## src/rtl/mod2011_residue_accumulator.sv

```systemverilog
// Purpose : sums a stream of 11-bit weighted residue terms modulo MOD and
//           presents the operand's final residue on a held output handshake.
// Latency : out_valid rises the cycle after the term flagged last is accepted.
// Backpr. : in_ready drops while a result is held; DONE persists until out_ready.
//
// Ports
//   clk, rst     rising-edge clock, synchronous active-high reset
//   in_valid     residue term present          in_ready   term accepted this cycle
//   in_term      W-bit residue term            in_last    final slice of operand
//   out_valid    final residue available       out_ready  consumer takes result
//   out_residue  operand value mod MOD         out_count  terms summed (saturating)
//   err          sticky out-of-range term flag
//
// Optional feature: define MOD2011_RANGE_CHECK_EN to pre-reduce terms >= MOD
// and raise the sticky err flag; without it err is tied low.

module mod2011_residue_accumulator #(
  parameter int unsigned MOD = 2011,
  parameter int unsigned W   = 11,
  parameter int unsigned CW  = 6
) (
  input  logic          clk,
  input  logic          rst,
  input  logic          in_valid,
  output logic          in_ready,
  input  logic [W-1:0]  in_term,
  input  logic          in_last,
  output logic          out_valid,
  input  logic          out_ready,
  output logic [W-1:0]  out_residue,
  output logic [CW-1:0] out_count,
  output logic          err
);

  typedef enum logic [1:0] {
    IDLE = 2'd0,
    ACC  = 2'd1,
    DONE = 2'd2
  } state_t;

  localparam logic [W-1:0] MOD_W  = MOD[W-1:0];
  localparam logic [W:0]   MOD_W1 = MOD[W:0];
  localparam logic [CW-1:0] CNT_MAX = {CW{1'b1}};

  state_t        state;
  state_t        state_nxt;

  logic [W-1:0]  acc;
  logic [CW-1:0] cnt;

  logic          accept;
  logic [W-1:0]  term_red;
  logic [W-1:0]  base;
  logic [W:0]    sum;
  logic          sum_ge;
  logic [W-1:0]  add_res;
  logic [CW-1:0] cnt_base;
  logic [CW-1:0] cnt_nxt;

  // ---------------------------------------------------------------------------
  // Term conditioning
  // ---------------------------------------------------------------------------
`ifdef MOD2011_RANGE_CHECK_EN
  logic term_oor;
  logic err_q;

  // Any W-bit value is below 2*MOD, so a single subtract brings it in range.
  assign term_oor = (in_term >= MOD_W);
  assign term_red = term_oor ? (in_term - MOD_W) : in_term;

  always_ff @(posedge clk) begin
    if (rst) begin
      err_q <= 1'b0;
    end else if (accept && term_oor) begin
      err_q <= 1'b1;
    end
  end

  assign err = err_q;
`else
  assign term_red = in_term;
  assign err      = 1'b0;
`endif

  // ---------------------------------------------------------------------------
  // Modular add: both operands are < MOD, so one conditional subtract reduces
  // the (W+1)-bit sum. When the subtract applies the result is < MOD < 2^W,
  // so it can be done at W bits and the wrap discards the carry.
  // ---------------------------------------------------------------------------
  assign accept   = in_valid && in_ready;
  assign base     = (state == ACC) ? acc : '0;
  assign sum      = {1'b0, base} + {1'b0, term_red};
  assign sum_ge   = (sum >= MOD_W1);
  assign add_res  = sum_ge ? (sum[W-1:0] - MOD_W) : sum[W-1:0];

  // Term count restarts from zero on the first term of an operand.
  assign cnt_base = (state == ACC) ? cnt : '0;
  assign cnt_nxt  = (cnt_base == CNT_MAX) ? cnt_base : (cnt_base + CW'(1));

  // ---------------------------------------------------------------------------
  // FSM: state register
  // ---------------------------------------------------------------------------
  always_ff @(posedge clk) begin
    if (rst) begin
      state <= IDLE;
    end else begin
      state <= state_nxt;
    end
  end

  // ---------------------------------------------------------------------------
  // FSM: next-state logic
  // ---------------------------------------------------------------------------
  always_comb begin
    state_nxt = state;
    case (state)
      IDLE, ACC: begin
        if (accept) begin
          state_nxt = in_last ? DONE : ACC;
        end
      end
      DONE: begin
        if (out_ready) begin
          state_nxt = IDLE;
        end
      end
      default: state_nxt = IDLE;
    endcase
  end

  // ---------------------------------------------------------------------------
  // FSM: output decode. Both are pure decodes of the state register, so there
  // is no combinational path from in_valid or out_ready to either handshake.
  // ---------------------------------------------------------------------------
  always_comb begin
    in_ready  = 1'b1;
    out_valid = 1'b0;
    case (state)
      DONE: begin
        in_ready  = 1'b0;
        out_valid = 1'b1;
      end
      default: begin
        in_ready  = 1'b1;
        out_valid = 1'b0;
      end
    endcase
  end

  // ---------------------------------------------------------------------------
  // Datapath registers. The result registers keep their value after the
  // handshake; only out_valid qualifies them.
  // ---------------------------------------------------------------------------
  always_ff @(posedge clk) begin
    if (rst) begin
      acc         <= '0;
      cnt         <= '0;
      out_residue <= '0;
      out_count   <= '0;
    end else begin
      case (state)
        IDLE, ACC: begin
          if (accept) begin
            if (in_last) begin
              out_residue <= add_res;
              out_count   <= cnt_nxt;
            end else begin
              acc <= add_res;
              cnt <= cnt_nxt;
            end
          end
        end
        DONE: begin
          if (out_ready) begin
            acc <= '0;
            cnt <= '0;
          end
        end
        default: begin
          acc <= '0;
          cnt <= '0;
        end
      endcase
    end
  end

endmodule

```

## config.mk

```make
export PLATFORM = sky130hd
export DESIGN_NAME = mod2011_residue_accumulator
export DESIGN_NICKNAME = d
export VERILOG_FILES = /design/src/rtl/mod2011_residue_accumulator.sv
export SDC_FILE = /design/constraint.sdc
export NUM_CORES = 1
export LEC_CHECK = 0
export ABC_CLOCK_PERIOD_IN_PS = 3100
export CAP_MARGIN = 30
export CORE_MARGIN = 3
export CORE_UTILIZATION = 49
export DETAILED_ROUTE_END_ITERATION = 12
export PLACE_DENSITY = 0.85
export SLEW_MARGIN = 20
export SYNTH_ARGS = -nofsm -noshare
export SYNTH_HDL_FRONTEND = slang
export SYNTH_SLANG_ARGS = --single-unit
export TNS_END_PERCENT = 5
```

## constraint.sdc

```tcl
create_clock -name clk -period 3.1 [get_ports clk]
set_input_delay 0.31 -clock clk [delete_from_list [all_inputs] [get_ports clk]]
set_output_delay 0.31 -clock clk [all_outputs]
set_load 0.02 [all_outputs]
```

==> results_tabular.tex, run 1 <==
\begin{tabular}{lr}
\hline
Metric & Value \\
\hline
\multicolumn{2}{l}{\textbf{Clocking}} \\
\quad Number of buffers inserted during clock tree synthesis & 5 \\
\quad H-tree depth reported by CTS & 2 \\
\quad Num Clock Sinks & 36 \\
\quad Root buf cell & sky130\_fd\_sc\_hd\_\_clkbuf\_8 \\
\quad Clock tree from TritonCTS & done \\
\quad Max Buffers Root-to-Sink & 2 \\
\quad Reg clk slew, reported paths & 0.08 ns \\
\quad Insertion delay of the later-clocked pin in the worst-skew pair & 0.30 ns \\
\multicolumn{2}{l}{\textbf{Floorplan}} \\
\quad Floorplan die area & 5670 um\^{}2 \\
\quad Die height & 75.3 um \\
\quad Initial Util & 52.2\% \\
\quad Row count & 24 \\
\quad Core area & 4500 um\^{}2 \\
\quad Die width & 75.3 um \\
\quad Boundary Pins & 36 \\
\multicolumn{2}{l}{\textbf{Power}} \\
\quad Net Sw Power & 0.000365 W \\
\quad PwrDens & 361 nW/um\^{}2 \\
\quad Combinational Power Share & 27.7\% \\
\quad Share of total power consumed by net switching & 30.8\% \\
\quad Part of the total power dissipated in the clock network & 30.1\% \\
\quad Leakage Power & 1.32 nW \\
\quad Share of total power in sequential cells & 42.3\% \\
\quad Internal power of the cells & 0.000820 W \\
\quad Post-layout total power & 0.00118 W \\
\quad Maximum VDD drop & 0.379 mV \\
\multicolumn{2}{l}{\textbf{Drt}} \\
\quad Routed length per instance & 15.7 um \\
\quad Remaining routing DRC violations & 0 \\
\quad Number of nets with antenna violations after routing & 0 \\
\quad Average via count per standard cell & 5.93 \\
\quad Vias & 2491 \\
\quad Starting DRT DRC Count & 230 \\
\quad Wirelength, routed & 6610 um \\
\quad Detailed-router iteration count before antenna repair & 4 \\
\multicolumn{2}{l}{\textbf{Timing}} \\
\quad Share of the cycle needed by the critical path after routing & 102\% \\
\quad Final Slew Violations & 0 \\
\quad Slew at the pin closest to its max-slew limit & 0.558 ns \\
\quad Time the final worst path needs with I/O delays and setup & 3.17 ns \\
\quad \# setup viols final & 14 \\
\quad Worst setup slack after layout & -0.0732 ns \\
\quad Maximum clock rate & 315 MHz \\
\quad Relative slew slack & 62.8\% \\
\quad Final Hold Vio Count & 0 \\
\quad Fin Clk Skew & 0.00487 ns \\
\quad RSZ-0062 raised after global routing & true \\
\multicolumn{2}{l}{\textbf{Worst setup path}} \\
\quad Crit path kind & flip-flop to flip-flop \\
\quad Data arrival time of the critical path & 3.38 ns \\
\quad Startpoint types & flip-flop \\
\quad Path depth of the worst reg2reg path & 13 \\
\quad Worst flop-to-flop path endpoint & out\_residue[3]\$\_SDFFE\_PP0P\_ \\
\quad Worst reg2reg setup slack & -0.07 ns \\
\quad Worst Setup End Kind & flip-flop \\
\quad Max Fanout on Critical Path & 6 \\
\quad Worst endpoint required time & 3.31 ns \\
\quad R2r startpoint & state[0]\$\_SDFFE\_PP0P\_ \\
\multicolumn{2}{l}{\textbf{Global route}} \\
\quad Global Route Usage Sum & 24.0\% \\
\quad Final global-route overflow total & 0 \\
\quad Via count of the first global-routing pass & 2374 \\
\quad Antenna violations before repair & 0 \\
\quad Wire length of the first global-routing pass & 10500 um \\
\quad Maximum number of pins on one net before global-route repair & 17 \\
\multicolumn{2}{l}{\textbf{Min path}} \\
\quad Launch instance of the worst min-delay path & out\_count[5]\$\_SDFFE\_PP0P\_ \\
\quad Number of cells on the worst hold path & 2 \\
\quad Class of the tightest hold or removal check & flip-flop to flip-flop \\
\quad Endpoint of the worst hold path & out\_count[5]\$\_SDFFE\_PP0P\_ \\
\multicolumn{2}{l}{\textbf{Logic synthesis}} \\
\quad Number of warnings printed during yosys synthesis & 0 \\
\quad Largest cells by area after synthesis & sky130\_fd\_sc\_hd\_\_dfxtp\_1 (31\%), sky130\_fd\_sc\_hd\_\_ha\_1 (6.9\%), sky130\_fd\_sc\_hd\_\_nor2\_1 (5.3\%) \\
\quad Synthesized net count & 324 \\
\quad Mapped Area & 2350 um\^{}2 \\
\quad Share of synthesized area occupied by flip-flops and latches & 30.6\% \\
\quad Post-synthesis sequential element count & 36 \\
\quad Library cell with the largest summed area after synthesis & sky130\_fd\_sc\_hd\_\_dfxtp\_1 \\
\quad Main flop type after synthesis & sky130\_fd\_sc\_hd\_\_dfxtp\_1 \\
\quad Number of distinct library cells after synthesis & 50 \\
\quad Mean instance size in the synthesized netlist & 8.00 um\^{}2 \\
\quad Post-synth EDFFs & 0 \\
\quad Area share of the largest cell type after synthesis & 30.6\% \\
\quad Synth async-reset ratio & 0\% \\
\quad Gate Count Post-Synth & 294 \\
\multicolumn{2}{l}{\textbf{Placement}} \\
\quad Final RePlAce weighted congestion & 0.873 \\
\quad Half-perimeter wire length after detailed placement & 4510 um \\
\quad Count of buffers from port buffering & 34 \\
\quad Post-placement worst setup slack & -0.277 ns \\
\multicolumn{2}{l}{\textbf{Status}} \\
\quad Violated checks & setup timing \\
\quad Outcome & complete, but fails checks \\
\multicolumn{2}{l}{\textbf{Layout}} \\
\quad Area added between synthesis and finish & 39.6\% \\
\quad Layout cells sized above 1 & 23.4\% \\
\quad Number of fill cells & 332 \\
\quad Diodes inserted & 0 \\
\quad Post-layout nets & 397 \\
\multicolumn{2}{l}{\textbf{Run}} \\
\quad Max-cap violations & 0 \\
\hline
\end{tabular}
==> stage by stage <==
step,hold WS (ns),cell area (um^2),instances,setup TNS (ns),utilization (%)
after floorplan,0.417,2420,294,0,-
after global placement,0.433,3010,402,-2.95,66.9
after detailed placement,0.443,3010,402,-4.23,66.9
after CTS,0.456,3210,418,-0.176,71.3
after global routing,0.470,3280,420,-4.12,72.9
final,0.456,3280,420,-0.534,72.9
==> worst max-delay path by stage <==
stage                                      from                     endpoint  slack (ns)
after floorplan           state[1]$_SDFFE_PP0P_  out_residue[3]$_SDFFE_PP0P_       0.006
after global placement               in_term[0]          acc[4]$_SDFFE_PP0P_       -0.21
after detailed placement             in_term[0]          acc[4]$_SDFFE_PP0P_       -0.28
after CTS                 state[0]$_SDFFE_PP0P_          acc[2]$_SDFFE_PP0P_       -0.08
after global routing      state[0]$_SDFFE_PP0P_  out_residue[4]$_SDFFE_PP0P_       -0.29
final                     state[0]$_SDFFE_PP0P_  out_residue[3]$_SDFFE_PP0P_       -0.07
==> kinds of logic (layout without fill, tap and decap cells) <==
| group | Yosys count | after routing | share of synthesized area, % |
|---|---|---|---|
| and+or+nand+nor | 126 | 126 | 27.3 |
| AOI/OAI and AO/OA | 82 | 83 | 23.9 |
| DFF | 36 | 36 | 30.6 |
| buffers and inverters | 19 | 92 | 3.99 |
| adders and majority gates | 14 | 14 | 7.77 |
| xor gates and xnor gates | 12 | 12 | 4.47 |
| muxes | 4 | 4 | 1.70 |
| other | 1 | 1 | 0.159 |
==> state kept, by name, summed over array words and instances, names as in the netlist <==
name / cells
out_residue: 11
out_count: 6
acc: 11
state: 2
cnt: 6
==> Yosys cell counts (2+ instances only) <==
cell type / instances
sky130_fd_sc_hd__and3_2: 2
sky130_fd_sc_hd__a21oi_1: 20
sky130_fd_sc_hd__nand2_1: 25
sky130_fd_sc_hd__nand4_1: 4
sky130_fd_sc_hd__inv_1: 5
sky130_fd_sc_hd__a311oi_1: 4
sky130_fd_sc_hd__ha_1: 13
sky130_fd_sc_hd__nor2b_1: 4
sky130_fd_sc_hd__a31oi_1: 3
sky130_fd_sc_hd__clkbuf_1: 11
sky130_fd_sc_hd__nand3b_1: 3
sky130_fd_sc_hd__nor3b_1: 3
sky130_fd_sc_hd__a31o_2: 2
sky130_fd_sc_hd__a21o_1: 7
sky130_fd_sc_hd__mux2i_1: 4
sky130_fd_sc_hd__nor2_1: 33
sky130_fd_sc_hd__nand2b_1: 5
sky130_fd_sc_hd__a22oi_1: 4
sky130_fd_sc_hd__xor2_1: 4
sky130_fd_sc_hd__xnor2_1: 8
sky130_fd_sc_hd__dfxtp_1: 36
sky130_fd_sc_hd__a211o_1: 5
sky130_fd_sc_hd__nor3_1: 8
sky130_fd_sc_hd__or3_1: 3
sky130_fd_sc_hd__o31ai_1: 2
sky130_fd_sc_hd__and2_1: 13
sky130_fd_sc_hd__o311ai_0: 2
sky130_fd_sc_hd__nand3_1: 13
sky130_fd_sc_hd__o211ai_1: 3
sky130_fd_sc_hd__a211oi_1: 9
sky130_fd_sc_hd__o21ai_0: 15
sky130_fd_sc_hd__nor4_1: 3
==> layout make-up <==
cell class                 instances  area [um^2]  share of cell area, %
timing repair buffer              79          686                   20.9
clock inverter                     2         10.0                  0.305
tap                               52         65.1                   1.98
inverter                           5         18.8                  0.571
sequential                        36          723                   22.0
multi-input combinational        240         1700                   51.7
clock buffer                       6         82.6                   2.51
==> layout by cell type (no fill, tap or decap), drive strengths merged, types with 6 or more instances in the layout <==
cell           count
and2              13
nand2             25
dfxtp             36
nor2              34
a21o               7
nand3             13
o21ai             16
a211oi             9
a21oi             20
nor3               8
buf               45
clkbuf             6
xnor2              8
ha                13
clkdlybuf4s50     34
==> what timing repair did <==
action / in CTS / in global routing
gates resized for setup: 12 / 16
endpoints found under the setup margin: 20 / 22
hold buffers: 0 / 0
pin swaps: 12 / 20
setup buffers: 7 / 2
cloned: 1 / 0
==> worst max-delay path, cell delays in order, from the launching register on <==
cell and delay, ns:
sky130_fd_sc_hd__dfxtp_2 0.32, sky130_fd_sc_hd__nor2b_4 0.14, sky130_fd_sc_hd__buf_4 0.13, sky130_fd_sc_hd__and2_4 0.16
sky130_fd_sc_hd__fa_2 0.35, sky130_fd_sc_hd__a21o_1 0.20, sky130_fd_sc_hd__a221oi_4 0.35, sky130_fd_sc_hd__buf_4 0.18
sky130_fd_sc_hd__o21ai_1 0.06, sky130_fd_sc_hd__a211oi_2 0.34, sky130_fd_sc_hd__nor2_4 0.11, sky130_fd_sc_hd__a31oi_4 0.29
sky130_fd_sc_hd__o21ai_1 0.15, sky130_fd_sc_hd__a311oi_2 0.30
==> power groups by stage <==
| stage | Combinational (W) | Sequential (W) | Clock [W] |
|---|---|---|---|
| final | 0.000328 | 0.000501 | 0.000356 |
| after global routing | 0.000356 | 0.000503 | 0.000374 |
| after CTS | 0.000308 | 0.000500 | 0.000356 |
| after detailed placement | 0.000290 | 0.000510 | 0 |
| after global placement | 0.000284 | 0.000510 | 0 |
| after floorplan | 0.000154 | 0.000522 | 0 |
==> per-layer routing <==
layer	up-vias	GRT usage (%)	wire length, um
li1	1219	-	-
met1	1168	31.9	2860
met2	89	38.6	3200
met3	15	4.94	434
met4	0	8.35	123
met5	-	0	0
Power figures use the tool's default switching activity.
==> run 2: changes to the inputs <==
--- a/config.mk
+++ b/config.mk
@@ -11,6 +11,7 @@
 export CORE_UTILIZATION = 49
 export DETAILED_ROUTE_END_ITERATION = 12
 export PLACE_DENSITY = 0.85
+export SKIP_LAST_GASP = 1
 export SLEW_MARGIN = 20
 export SYNTH_ARGS = -nofsm -noshare
 export SYNTH_HDL_FRONTEND = slang
==> run 2 against run 1 <==
Compared with the run above: the flow still finishes with violations (setup timing); sequential share of layout area up 0.20 points; wire length is 2.1% lower; setup slack lost 0.047 ns; count of clock-buffer cells in the layout unchanged; sequential power barely moved; first-iteration DRC count down 4.8%; critical path depth shrank 1; clock power is essentially flat; via count is 2.1% lower; cell count is 0.24% lower; highest routed layer unchanged.
==> results_tabular.tex, run 2 (same netlist as run 1, synthesis figures left out) <==
\begin{tabular}{lr}
\hline
Metric & Value \\
\hline
\multicolumn{2}{l}{\textbf{Status}} \\
\quad Outcome & complete, but fails checks \\
\quad Violated checks & setup timing \\
\multicolumn{2}{l}{\textbf{Timing}} \\
\quad \# setup viols final & 14 (unchanged) \\
\quad Time the final worst path needs with I/O delays and setup & 3.22 ns (+0.0474 ns) \\
\quad Maximum clock rate & 311 MHz (-1.5\%) \\
\quad Total Neg Setup Slack & -0.685 ns (-0.151 ns) \\
\quad Slew at the pin closest to its max-slew limit & 0.560 ns (+0.00211 ns) \\
\quad Final Hold Vio Count & 0 (unchanged) \\
\quad Relative slew slack & 62.6\% (-0.14 points) \\
\quad Share of the cycle needed by the critical path after routing & 104\% (+1.5 points) \\
\quad Worst setup slack after layout & -0.121 ns (-0.0474 ns) \\
\quad Final Slew Violations & 0 (unchanged) \\
\quad Fin Clk Skew & 0.00549 ns (+0.000612 ns) \\
\quad RSZ-0062 raised after global routing & true \\
\multicolumn{2}{l}{\textbf{Layout}} \\
\quad Post-layout util & 72.3\% (-0.67 points) \\
\quad Area added between synthesis and finish & 38.4\% \\
\quad Finished layout cell area & 3250 um\^{}2 (-0.91\%) \\
\quad Diodes inserted & 0 (unchanged) \\
\quad Most common cell after layout, fill and taps aside & sky130\_fd\_sc\_hd\_\_buf\_4 \\
\quad Number of standard cells in the layout, taps in and fillers out & 419 (-0.24\%) \\
\quad Largest regs & acc x11, out\_residue x11 \\
\quad Post-layout nets & 396 (-0.25\%) \\
\quad Layout cells sized above 1 & 22.3\% (-1.0 points) \\
\quad Leading cell types in the layout, fill and taps excluded & sky130\_fd\_sc\_hd\_\_buf\_4 (43), sky130\_fd\_sc\_hd\_\_dfxtp\_1 (34), sky130\_fd\_sc\_hd\_\_clkdlybuf4s50\_1 (34), sky130\_fd\_sc\_hd\_\_nor2\_1 (32), sky130\_fd\_sc\_hd\_\_nand2\_1 (25) \\
\multicolumn{2}{l}{\textbf{Worst setup path}} \\
\quad Crit path kind & flip-flop to flip-flop \\
\quad Data arrival time of the critical path & 3.47 ns (+0.09 ns) \\
\quad Worst Setup End Kind & flip-flop \\
\quad Worst endpoint required time & 3.35 ns (+0.04 ns) \\
\quad Max Fanout on Critical Path & 6 (unchanged) \\
\quad Startpoint types & flip-flop \\
\quad Path depth of the worst reg2reg path & 12 (-1) \\
\multicolumn{2}{l}{\textbf{Clocking}} \\
\quad Reg clk slew, reported paths & 0.08 ns (about the same) \\
\quad Max Buffers Root-to-Sink & 2 (unchanged) \\
\quad Insertion delay of the later-clocked pin in the worst-skew pair & 0.30 ns (about the same) \\
\quad Clock tree from TritonCTS & done \\
\quad Number of buffers inserted during clock tree synthesis & 5 (unchanged) \\
\quad H-tree depth reported by CTS & 2 (unchanged) \\
\quad Post-CTS Hold Fix Bufs & 0 (unchanged) \\
\quad Root buf cell & sky130\_fd\_sc\_hd\_\_clkbuf\_8 \\
\quad Num Clock Sinks & 36 (unchanged) \\
\multicolumn{2}{l}{\textbf{Floorplan}} \\
\quad Initial Util & 52.2\% (unchanged) \\
\quad Die width & 75.3 um (unchanged) \\
\quad Boundary Pins & 36 (unchanged) \\
\quad Row count & 24 (unchanged) \\
\quad Floorplan die area & 5670 um\^{}2 (unchanged) \\
\quad Die height & 75.3 um (unchanged) \\
\quad Core area & 4500 um\^{}2 (unchanged) \\
\multicolumn{2}{l}{\textbf{Drt}} \\
\quad Number of nets with antenna violations after routing & 0 (unchanged) \\
\quad Remaining routing DRC violations & 0 (unchanged) \\
\quad Average via count per standard cell & 5.82 (-1.9\%) \\
\quad Starting DRT DRC Count & 219 (-4.8\%) \\
\quad Routed length per instance & 15.5 um (-1.8\%) \\
\quad Detailed-router iteration count before antenna repair & 4 (unchanged) \\
\quad Vias & 2439 (-2.1\%) \\
\quad Wirelength, routed & 6480 um (-2.1\%) \\
\multicolumn{2}{l}{\textbf{Run}} \\
\quad Max-cap violations & 0 (unchanged) \\
\multicolumn{2}{l}{\textbf{Placement}} \\
\quad Half-perimeter wire length after detailed placement & 4510 um (unchanged) \\
\quad Final RePlAce weighted congestion & 0.873 (unchanged) \\
\quad Post-DP Area & 3010 um\^{}2 (unchanged) \\
\quad Cell count after placement & 402 (unchanged) \\
\quad Count of buffers from port buffering & 34 (unchanged) \\
\multicolumn{2}{l}{\textbf{Global route}} \\
\quad Antenna violations before repair & 0 (unchanged) \\
\quad Global Route Usage Sum & 23.9\% (-0.055 points) \\
\quad Final global-route overflow total & 0 (unchanged) \\
\quad Via count of the first global-routing pass & 2368 (-0.25\%) \\
\quad Wire length of the first global-routing pass & 10500 um (-0.27\%) \\
\quad Maximum number of pins on one net before global-route repair & 17 (unchanged) \\
\multicolumn{2}{l}{\textbf{Power}} \\
\quad PwrDens & 362 nW/um\^{}2 (+0.40\%) \\
\quad Maximum VDD drop & 0.377 mV (-0.52\%) \\
\quad Post-layout total power & 0.00118 W (-0.51\%) \\
\quad Leakage Power & 1.32 nW (-0.45\%) \\
\multicolumn{2}{l}{\textbf{Min path}} \\
\quad Number of cells on the worst hold path & 2 (unchanged) \\
\quad Class of the tightest hold or removal check & flip-flop to flip-flop \\
\hline
\end{tabular}
run 2: report_power, final:
part | internal, W | switching, W | total (W)
combinational | 0.000154 | 0.000168 | 0.000322
sequential | 0.000486 | 0.0000142 | 0.000501
clock | 0.000177 | 0.000179 | 0.000356
total | 0.000818 | 0.000361 | 0.00118
run 2: what timing repair did:
action,in CTS,in global routing
pin swaps,11,12
gates resized for setup,10,11
endpoints found under the setup margin,20,22
setup buffers,7,1
cloned,1,0
run 2: worst paths after layout:
path / startpoint / to / slack (ns)
worst max register to register: state[0]$_SDFFE_PP0P_ / acc[4]$_SDFFE_PP0P_ / -0.12
worst max-delay path: state[0]$_SDFFE_PP0P_ / acc[4]$_SDFFE_PP0P_ / -0.12
worst min register to register: out_count[5]$_SDFFE_PP0P_ / out_count[5]$_SDFFE_PP0P_ / 0.46
worst min-delay path: out_count[5]$_SDFFE_PP0P_ / out_count[5]$_SDFFE_PP0P_ / 0.46
run 2: metal layers:
metal	GRT usage, %	up-vias	share of wire (%)
met5	0	-	0
met4	7.77	0	1.5
met3	5.07	8	6.2
met2	38.7	76	49
met1	31.8	1135	43
li1	-	1220	-
run 2: final cells by class:
class	instances	area (um^2)
Clock buffer	6	82.6
Timing Repair Buffer	78	674
Clock inverter	2	10.0
Multi-Input combinational cell	240	1680
Fill cell	343	1250
Sequential cell	36	723
Tap cell	52	65.1
Inverter	5	18.8
run 2: per-stage QoR:
stage	setup WS (ns)	hold slack (ns)
after global routing	-0.294	0.470
after global placement	-0.212	0.433
after floorplan	0.00584	0.417
after CTS	-0.0804	0.456
after detailed placement	-0.277	0.443
final	-0.121	0.456
run 2: worst max-delay path: stages, from the launching register on:
cell	delay, ns
sky130_fd_sc_hd__dfxtp_2	0.32
sky130_fd_sc_hd__nor2b_4	0.14
sky130_fd_sc_hd__buf_4	0.13
sky130_fd_sc_hd__and2_4	0.16
sky130_fd_sc_hd__fa_2	0.35
sky130_fd_sc_hd__a21o_1	0.20
sky130_fd_sc_hd__a221oi_4	0.35
sky130_fd_sc_hd__a21oi_1	0.17
sky130_fd_sc_hd__xor2_1	0.47
sky130_fd_sc_hd__a31oi_4	0.24
sky130_fd_sc_hd__buf_6	0.18
sky130_fd_sc_hd__nor4_1	0.31
sky130_fd_sc_hd__a211o_1	0.14
==> patch, RTL diff (flow settings as in run 1) <==
`W`: 11 -> 13.
--- a/src/rtl/mod2011_residue_accumulator.sv
+++ b/src/rtl/mod2011_residue_accumulator.sv
@@ -18,3 +18,3 @@
   parameter int unsigned MOD = 2011,
-  parameter int unsigned W   = 11,
+  parameter int unsigned W   = 13,
   parameter int unsigned CW  = 6
Ports: changed (resized in_term and out_residue); port bits go from 36 to 40. No check against the original RTL was run, so the function may have changed too.
==> patch against run 1 <==
The flow still finishes with violations (setup timing); wire length rose by 44%; sequential power rose by 12%; die area rose by 17%; global-route usage rose by 0.96 points; synthesized area rose by 18%; largest cell class unchanged; power rose by 27%; highest routed layer unchanged; count of clock-buffer cells in the layout did not move; sequential share of layout area fell by 2.7 points; sequential cell count rose by 4; setup slack got worse by 0.069 ns; cell area rose by 26%; critical path type unchanged; utilization rose by 5.4 points.
==> patch: results (changes against run 1) <==
[status]
status=finished, violations left  ; unchanged
violations=setup timing  ; unchanged

[drt]
detail_route.iter0.violations=244  ; was 230
wl_um=9540  ; was 6610 um
dr_total_vias=3105  ; was 2491
drt_pre_antenna_iters=5  ; was 4

[worst_setup_path]
worstSetupStartpointType=register  ; unchanged
reg2reg_depth=14  ; was 13
cp-startpoint=state[0]  ; unchanged
cpPeakStageDelay_ns=0.38  ; was 0.35 ns
rr_endpoint=out_residue[4]  ; was out_residue[3]
crit_fanout=5  ; was 6
slowest_stage=fa_2  ; unchanged
worstSetupEndpointType=register  ; unchanged
cp.arrival_ns=3.42  ; was 3.38 ns
critical-path-top-delay-family=compound AO/OA/AOI/OAI gates  ; unchanged

[timing]
finClkSkew_ns=0.0117  ; was 0.00487 ns
worst_slack_ns=-0.143  ; was -0.0732 ns
tightest_slew_ns=0.657  ; was 0.558 ns
setup_viol=19  ; was 14

[final_layout]
fin_nets=466  ; was 397
num-fill-cells=330  ; was 332
num_antenna_cells=0  ; unchanged
top_regs=acc x13, out_residue x13  ; was acc x11, out_residue x11
drive_above_1_share_pct=32.3  ; was 23.4%
instances_no_fill=503  ; was 420

[placement]
gp_congestion=0.845  ; was 0.873
pre_cts_slack_ns=-0.241  ; was -0.277 ns
place_inst=478  ; was 402
place_hpwl_um=5360  ; was 4510 um
portBuffers=38  ; was 34

[power]
vdd_drop_max_mv=0.282  ; was 0.379 mV
p_leak_nw=1.63  ; was 1.32 nW

[clock_network]
clk_pin_slew_worst_paths_ns=0.08  ; about the same
cts_buffer_depth=2  ; unchanged
clk_latency_ns=0.31
numCtsBuffers=5  ; unchanged
cts_htree_levels=2  ; unchanged
cts-root-buf=clkbuf_8  ; unchanged

[worst_hold_path]
hold_path_class=register to register  ; unchanged

[synthesis]
synth.distinct_cells=58  ; was 50
syn_area_per_cell_um2=8.02  ; was 8.00 um2
syn_nets=381  ; was 324
synth-seq-area-share_pct=28.8  ; was 30.6%
ys_top_cells_by_count=nor2_1 (43), dfxtp_1 (40), nand2_1 (33)  ; was dfxtp_1 (36), nor2_1 (33), nand2_1 (25)
netlist_top_cells_area=dfxtp_1 (29%), ha_1 (6.7%), nor2_1 (5.8%)  ; was dfxtp_1 (31%), ha_1 (6.9%), nor2_1 (5.3%)
ys_warn_count=0  ; unchanged
synthArstFlopShare_pct=0  ; unchanged

[global_route]
grt_first_pass_wirelength_um=12800  ; was 10500 um
grt_pass1_vias=2827  ; was 2374
antenna_found_initial=0  ; unchanged
grtUsageTotal_pct=25.0  ; was 24.0%
grt_max_degree=27  ; was 17

==> patch: cell types whose count changed in the layout (fill, tap and decap cells not counted), sizes merged, moves of 5 or more <==
cell,delta
nand3,-6
buf,+12
nand2,+8
a211oi,+8
xnor2,+5
nor2,+9
a21oi,-5
o31ai,+6
o21ai,+9
a211o,-5
==> patch: tightest hold or removal path: cells and delay by family (launching register included) <==
kind / cells / cell delay, ns
and+or+nand+nor: 1 / 0.04
AOI/OAI and AO/OA: 1 / 0.05
DFF: 1 / 0.31
==> patch: final cells by class <==
type,count,share of cell area (%)
multi-input combinational,281,54.2
timing repair buffer,95,20.6
sequential,40,19.3
tap,70,2.11
clock buffer,6,1.99
clock inverter,2,0.934
inverter,9,0.814
==> patch: worst min-delay path by stage <==
stage,start,endpoint,slack (ns),cells past startpoint
2_1_floorplan,acc[0],acc[0],0.42,2
3_3_place_gp,acc[0],acc[0],0.43,2
3_5_place_dp,acc[2],acc[2],0.43,2
4_1_cts,acc[8],acc[8],0.45,2
5_1_grt,acc[12],acc[12],0.47,2
6_report,acc[12],acc[12],0.45,2
==> patch: kinds of logic after synthesis <==
group,share of synthesized area (%)
other cells,0.135
flops,28.8
simple gates,24.6
mux,3.28
buf+inv,4.32
compound gates,25.8
xor+xnor,5.67
fa+ha+maj,7.46
==> patch: power by group <==
part	switching, W	total [W]	internal [W]
Clock	0.000209	0.000472	0.000264
Sequential	0.0000187	0.000562	0.000543
Combinational	0.000248	0.000467	0.000219
==> patch: repair_timing <==
action / CTS / global route
endpoints found under the setup margin: 26 / 26
setup buffers: 5 / 12
pin swaps: 10 / 28
hold endpoints to repair: 0 / 0
gates resized for setup: 21 / 50
==> patch: per-stage QoR <==
| stage | setup TNS [ns] | instance area [um2] |
|---|---|---|
| 6_report | -1.34 | 4150 |
| 4_1_cts | -0.0434 | 3800 |
| 3_5_place_dp | -4.73 | 3520 |
| 5_1_grt | -4.59 | 4150 |
| 3_3_place_gp | -2.83 | 3520 |
| 2_1_floorplan | -2.73 | 2860 |
==> patch: per-layer routing <==
layer  GRT usage, %  wire length [um]  up-vias
met5              0                 0        -
met1           28.5              3570     1474
met3           4.99               666       49
met4           9.46               446        0
li1               -                 -     1423
met2           45.3              4860      159
